===== src/rtl/status_vector_drain.sv =====
// Drains single-bit status entries from an upstream vector and packs them LSB-first
// into words handed to a sink over valid/ready; also counts upstream back-pressure cycles.
module status_vector_drain #(
    parameter  int WORD_W  = 8,
    parameter  int STALL_W = 16,
    localparam int CNT_W   = $clog2(WORD_W) + 1
) (
    input  logic               clk_i,
    input  logic               rsn_i,
    input  logic               enable_i,
    input  logic               flush_i,
    input  logic               valid_i,
    input  logic               value_i,
    input  logic               full_i,
    output logic               pull_o,
    output logic [WORD_W-1:0]  word_o,
    output logic [CNT_W-1:0]   count_o,
    output logic               word_valid_o,
    input  logic               word_ready_i,
    output logic [STALL_W-1:0] stall_cnt_o
);

    typedef enum logic [1:0] {
        IDLE    = 2'd0,
        COLLECT = 2'd1,
        OUTPUT  = 2'd2
    } state_t;

    state_t              state_q;
    logic [WORD_W-1:0]   word_q;
    logic [CNT_W-1:0]    count_q;
    logic [STALL_W-1:0]  stall_q;

    logic                accept;
    logic [CNT_W-1:0]    count_next;
    logic [WORD_W-1:0]   word_next;
    logic                word_full;

    function automatic logic [STALL_W-1:0] sat_inc(input logic [STALL_W-1:0] v);
        return (v == {STALL_W{1'b1}}) ? v : v + 1'b1;
    endfunction

    // Upstream valid is registered, so popping directly off it forms no loop.
    always_comb begin
        accept     = (state_q == COLLECT) && valid_i;
        count_next = count_q + CNT_W'(accept);
        word_next  = word_q;
        if (accept)
            word_next = word_q | (WORD_W'(value_i) << count_q);
        word_full  = (count_next == CNT_W'(WORD_W));
    end

    assign pull_o       = accept;
    assign word_o       = word_q;
    assign count_o      = count_q;
    assign word_valid_o = (state_q == OUTPUT);
    assign stall_cnt_o  = stall_q;

    always_ff @(posedge clk_i or negedge rsn_i) begin
        if (!rsn_i) begin
            state_q <= IDLE;
            word_q  <= '0;
            count_q <= '0;
            stall_q <= '0;
        end else begin
            if (full_i && !accept)
                stall_q <= sat_inc(stall_q);

            case (state_q)
                IDLE: begin
                    if (enable_i)
                        state_q <= COLLECT;
                end
                COLLECT: begin
                    word_q  <= word_next;
                    count_q <= count_next;
                    // A completed word wins over flush/disable; a same-cycle flush is absorbed.
                    if (accept && word_full)
                        state_q <= OUTPUT;
                    else if ((flush_i || !enable_i) && count_next != '0)
                        state_q <= OUTPUT;
                    else if (!enable_i)
                        state_q <= IDLE;
                end
                OUTPUT: begin
                    if (word_ready_i) begin
                        word_q  <= '0;
                        count_q <= '0;
                        state_q <= enable_i ? COLLECT : IDLE;
                    end
                end
                default: state_q <= IDLE;
            endcase
        end
    end

endmodule

===== config.mk =====
export PLATFORM = sky130hd
export DESIGN_NAME = status_vector_drain
export DESIGN_NICKNAME = d
export VERILOG_FILES = /design/src/rtl/status_vector_drain.sv
export SDC_FILE = /design/constraint.sdc
export NUM_CORES = 1
export LEC_CHECK = 0
export CAP_MARGIN = 20
export CORE_MARGIN = 1
export CORE_UTILIZATION = 45
export DETAILED_ROUTE_END_ITERATION = 6
export PLACE_DENSITY = 0.79
export SLEW_MARGIN = 10
export SYNTH_ARGS = -nofsm -noshare
export SYNTH_HDL_FRONTEND = slang
export SYNTH_SLANG_ARGS = --single-unit

===== constraint.sdc =====
create_clock -name clk_i -period 3.5 [get_ports clk_i]
set_input_delay 0.525 -clock clk_i [delete_from_list [all_inputs] [get_ports clk_i]]
set_output_delay 0.525 -clock clk_i [all_outputs]
set_load 0.02 [all_outputs]

# Yosys cells after proc, flatten, opt, wreduce, memory -nomap -nowiden
# Cells that the tools add are included.
[totals]
ff_bits = 30
output_inout_bits = 30
word_cells = 43
input_bits = 8
[op_classes]
bitwise_logic = 2
addsub = 2
muxes = 12
n_eq_ne = 8
reduce_logical = 14
shifts = 1
[ops]
columns = ["operator", "count"]
rows = [
  ["adder 16 x 1 -> 16 bit, second input constant", 1],
  ["equality test 16 bit, second input constant", 1],
  ["two-way mux 8 bit", 2],
  ["one-hot mux 8 bit (2 select lines)", 1],
  ["two-way mux 2 bit", 5],
  ["OR 8 bit", 1],
  ["one-hot mux 4 bit (2 select lines)", 1],
  ["left shift 1 x 4 -> 8 bit", 1],
  ["one-hot mux 2 bit (3 select lines)", 1],
  ["AND reduction 3 bit", 2],
  ["adder 4 x 1 -> 4 bit", 1],
  ["equality test 4 bit, second input constant", 1],
  ["logical AND 1 bit", 4],
  ["two-way mux 4 bit", 1],
  ["!= test 2 bit, second input constant", 2],
  ["!= test 4 x 2 -> 1 bit, second input constant", 1],
  ["AND reduction 2 bit", 2],
  ["nonzero test 4 bit", 1],
  ["equality test 2 x 1 -> 1 bit, second input constant", 1],
  ["equality test 2 bit, second input constant", 1],
  ["zero test 1 bit", 2],
  ["zero test 2 bit", 1],
  ["!= test 2 x 1 -> 1 bit, second input constant", 1],
  ["nonzero test 2 bit", 1],
  ["other kinds (3)", 3],
]

# Depth between registers and ports, before layout
[depth]
word_depth = 8
mapped_depth = 9
depth_no_buf = 8

# Worst setup path after synthesis
# Ideal clock, no wire load.
[synth_path]
path_type = "register to register"
start = "register state_q[1]"
end = "register state_q[0]"
period_less_slack_ns = 2.160
stages_incl_launch_ff = 9
n_path_buf = 1
setup_time_ns = 0.067
arrival_ns = 2.093
slack_ns = 1.340
required_time_ns = 3.433
path_cell_list = "dfrtp_1 > clkbuf_2 > nand3b_1 > inv_1 > ha_1 > ha_1 > or3_1 > o211ai_1 > and3_1"
[synth_between]
elab_chain_len = 8
word_cells_on_any_way = 16
classes_between = "add/sub (1); eq/ne (6); mux (3); reduce/logical (6)"
[synth_lines]
columns = ["item", "line", "source"]
rows = [
  ["from (decl)", "29", "state_t state_q;"],
  ["from (signal assigned)", "89", "state_q <= enable_i ? COLLECT : IDLE;"],
  ["equality test 2 x 1 -> 1 bit *", "45", "accept = (state_q == COLLECT) && valid_i;"],
  ["logical AND 1 bit *", "45", ""],
  ["net pull_o", "15", "output logic pull_o,"],
  ["adder 4 x 1 -> 4 bit", "46", "count_next = count_q + CNT_W'(accept);"],
  ["nonzero test 4 bit", "80", "else if ((flush_i || !enable_i) && count_next != '0)"],
  ["logical AND 1 bit", "80", ""],
  ["two-way mux 2 bit", "80", ""],
  ["two-way mux 2 bit", "78", "if (accept && word_full)"],
  ["one-hot mux 2 bit (3 select lines)", "69", "case (state_q)"],
]
# Mark *: on every way through the listed nets, which the timed path passes. The rest lies on a longest branch.
# A chain may end at the register's enable or synchronous reset.

# Worst setup path after layout
[layout_path]
start = "input port valid_i"
end = "output port pull_o"
[layout_between]
elab_chain_len = 1
[layout_lines]
columns = ["item", "line", "source"]
rows = [
  ["from (decl)", "12", "input logic valid_i,"],
  ["logical AND 1 bit", "45", ""],
  ["to (decl)", "15", ""],
]
# Every way passes these cells.

==> summary.md <==
| Metric | Value |
|---|---|
| Clock power share | `16.2%` |
| Hold_buf cts | `0` |
| Crit share post-route | `71.6%` |
| Top FF cell, synth | `dfrtp_1` |
| Synth Instances | `141` |
| Crit Reg-Reg Endpoint | `state_q[0]` |
| FP Rows | `20` |
| Synth Area per Inst | `10.5 um2` |
| Clock skew | `0.00562 ns` |
| Layout Nets | `194` |
| Data arrival, critical path | `1.98 ns` |
| Worst Reg-to-Reg Cells | `8` |
| Yosys reg bits | `30` |
| Reg2reg start | `state_q[1]` |
| Routed Antenna Nets | `0` |
| Run status | `finished, final reports clean` |
| Flop pwr share | `42.3%` |
| Post-synth EDFFs | `0` |
| Synth cell types | `38` |
| Area after DPL | `1900 um2` |
| Highest Clock Rate | `0.399 GHz` |
| Final Hold Viols | `0` |
| Post-synthesis mux area share | `1.01%` |
| Vias | `1248` |
| DP Wirelength | `2280 um` |
| Die area | `3530 um2` |
| Largest family of logic cells by synthesized area | `simple AND/OR/NAND/NOR gates` |
| Crit Path Category | `in -> out` |
| Die height | `59.4 um` |
| P_sw | `552 uW` |
| CTS Buf Count | `5` |
| Number of global-route vias before repair | `1192` |
| Worst setup path startpoint | `valid_i` |
| Pre-antenna DRT Iters | `4` |
| Initial antenna violation count | `0` |
| Synth area leaders | `dfrtp_1, xor2_1, a21oi_1, nand2_1, nor2_1` |
| Final Cell Area | `1970 um2` |
| ANT cells | `0` |
| Syn. warnings | `0` |
| Clock Latency Late Sink | `0.33 ns` |
| Setup violators final | `0` |
| Cell Area, Synth | `1480 um2` |
| Simple-gate portion of the synthesized area | `26.2%` |
| # clock sinks | `30` |
| Synth Area in Compound Gates | `7.85%` |
| Port buffer count | `37` |
| Starting Density | `48.2%` |
| Leakage | `0.000910 uW` |
| Post_cts resized | `0` |
| RSZ-0062 raised after global routing | `false` |
| Pin count of the biggest net entering global routing | `31` |
| Post-synth top area share | `50.6%` |
| GRT overflow | `0` |
| Max Root-Sink Buffers | `2` |
| Root Driver | `clkbuf_4` |
| Pwr Density | `698 nW/um2` |
| Commonest non-fill, non-tap cell in the layout | `clkdlybuf4s50_1` |
| Total Wirelength | `3200 um` |
| Reg clk slew, reported paths | `0.09 ns` |
| Peak supply drop | `0.397 mV` |
| Core area | `3080 um2` |
| Adder and majority gate portion of the synthesized area | `2.53%` |
| Sequential area share after synthesis | `50.6%` |
| Overall power | `1370 uW` |
| Ys async rst share | `100%` |
| Syn_nets | `152` |
| Slew margin rel. | `48.9%` |
| Syn-to-layout area delta | `32.6%` |
| CP Capture Type | `output port` |
| Max_cap viols | `0` |
| Critical path startpoint category | `input pin` |
| Most frequent cells in the layout | `clkdlybuf4s50_1, dfrtp_1, xor2_1` |
| Switching Share | `40.3%` |
| Gr usage total | `20.5%` |
| Slew of the pin with the lowest slew margin | `0.756 ns` |
| CTS tree | `done` |
| DR WL/cell | `14.0 um` |
| DR iter-0 viols | `38` |
| H-tree Lvls | `2` |
| XOR/XNOR Fraction of Synth Area | `10.0%` |
| Gate power share | `41.6%` |
| Hold crit path type | `reg -> reg` |
| First-pass GRT wire length | `5240 um` |
| Clock period minus worst slack | `2.51 ns` |
| Pint | `820 uW` |
| Layout cell share with drive strength beyond 1 | `9.24%` |
| Worst-path maximum fanout | `7` |
| Synth area leader | `dfrtp_1` |
| Worst setup path end | `pull_o` |
| Slew Limit Fails | `0` |
| Via-per-instance ratio | `5.47` |
| # IOs | `38` |
| Post-Route Setup TNS | `0 ns` |
| Post-CTS setup buffers | `0` |
| GPL Wtd Cong | `0.845` |
| R2R setup slack | `1.18 ns` |
| CP Data Required Time | `2.97 ns` |
| Die Wd | `59.4 um` |
| DRC viols | `0` |
-- Yosys cell counts (2+ instances only) --
library cell  instances
nand3_1               5
nor2b_1               3
dfrtp_1              30
nor4b_1               4
ha_1                  3
xor2_1               16
nand2b_1              3
nor2_1               12
a21oi_1               9
o22ai_1               3
nor3b_1               2
nand4_1               4
a31oi_1               2
nor4_1                2
nor3_1                7
inv_1                 3
nand2_1              12
-- worst max-delay path, cell delays in order --
cell and delay, ns:
clkdlybuf4s50_1 0.46, nand3b_1 0.22, inv_1 0.16, clkdlybuf4s50_1 0.62
-- how the worst min path moves through the flow --
stage	slack, ns	endpoint	from	cells after the start
after floorplan	0.23	count_o[0]	rsn_i	0
after CTS	0.50	stall_cnt_o[15]	stall_cnt_o[15]	1
after global routing	0.54	word_o[1]	word_o[1]	2
after global placement	0.48	word_o[4]	word_o[4]	2
after detailed placement	0.49	stall_cnt_o[15]	stall_cnt_o[15]	1
final	0.50	stall_cnt_o[15]	stall_cnt_o[15]	1
-- area by class of cell --
class                      count  area [um2]
fill                         249        1110
tap                           44        55.1
timing repair buffer          38         378
sequential                    30         751
multi-input combinational    105         707
inverter                       3        11.3
clock inverter                 2        12.5
clock buffer                   6        51.3
-- metrics by stage --
step	util (%)	std cells	setup slack, ns	hold WS, ns
6_report	63.9	228	0.993	0.502
5_1_grt	63.9	228	0.932	0.541
4_1_cts	63.9	228	1.02	0.504
3_5_place_dp	61.8	220	0.839	0.487
3_3_place_gp	61.8	220	0.954	0.481
2_1_floorplan	-	141	1.34	0.229
-- metal layers --
metal | track usage [%] | vias to the layer above | wire length, um
li1 | - | 599 | -
met3 | 4.80 | 5 | 126
met4 | 11.2 | 0 | 53
met2 | 33.7 | 26 | 1590
met1 | 24.5 | 618 | 1430
met5 | 0 | - | 0
-- power groups by stage --
| stage | logic [uW] | registers (uW) | clock network, uW |
|---|---|---|---|
| floorplan | 259 | 637 | 0 |
| global placement | 558 | 574 | 0 |
| detailed placement | 569 | 583 | 0 |
| CTS | 573 | 577 | 227 |
| global route | 614 | 596 | 240 |
| finish | 570 | 580 | 222 |
-- registers in the layout, indices dropped and copies added (netlist names) --
name and cells:
stall_cnt_o 16, word_o 8, state_q 2, count_o 4
-- cells by family (layout without fill, tap and decap cells) --
group	Yosys count	count (layout)
compound gates	19	19
xor+xnor	17	17
fa+ha+maj	3	3
buf+inv	6	49
flops	30	30
mux	1	1
simple gates	65	65
Power figures use the tool's default switching activity.
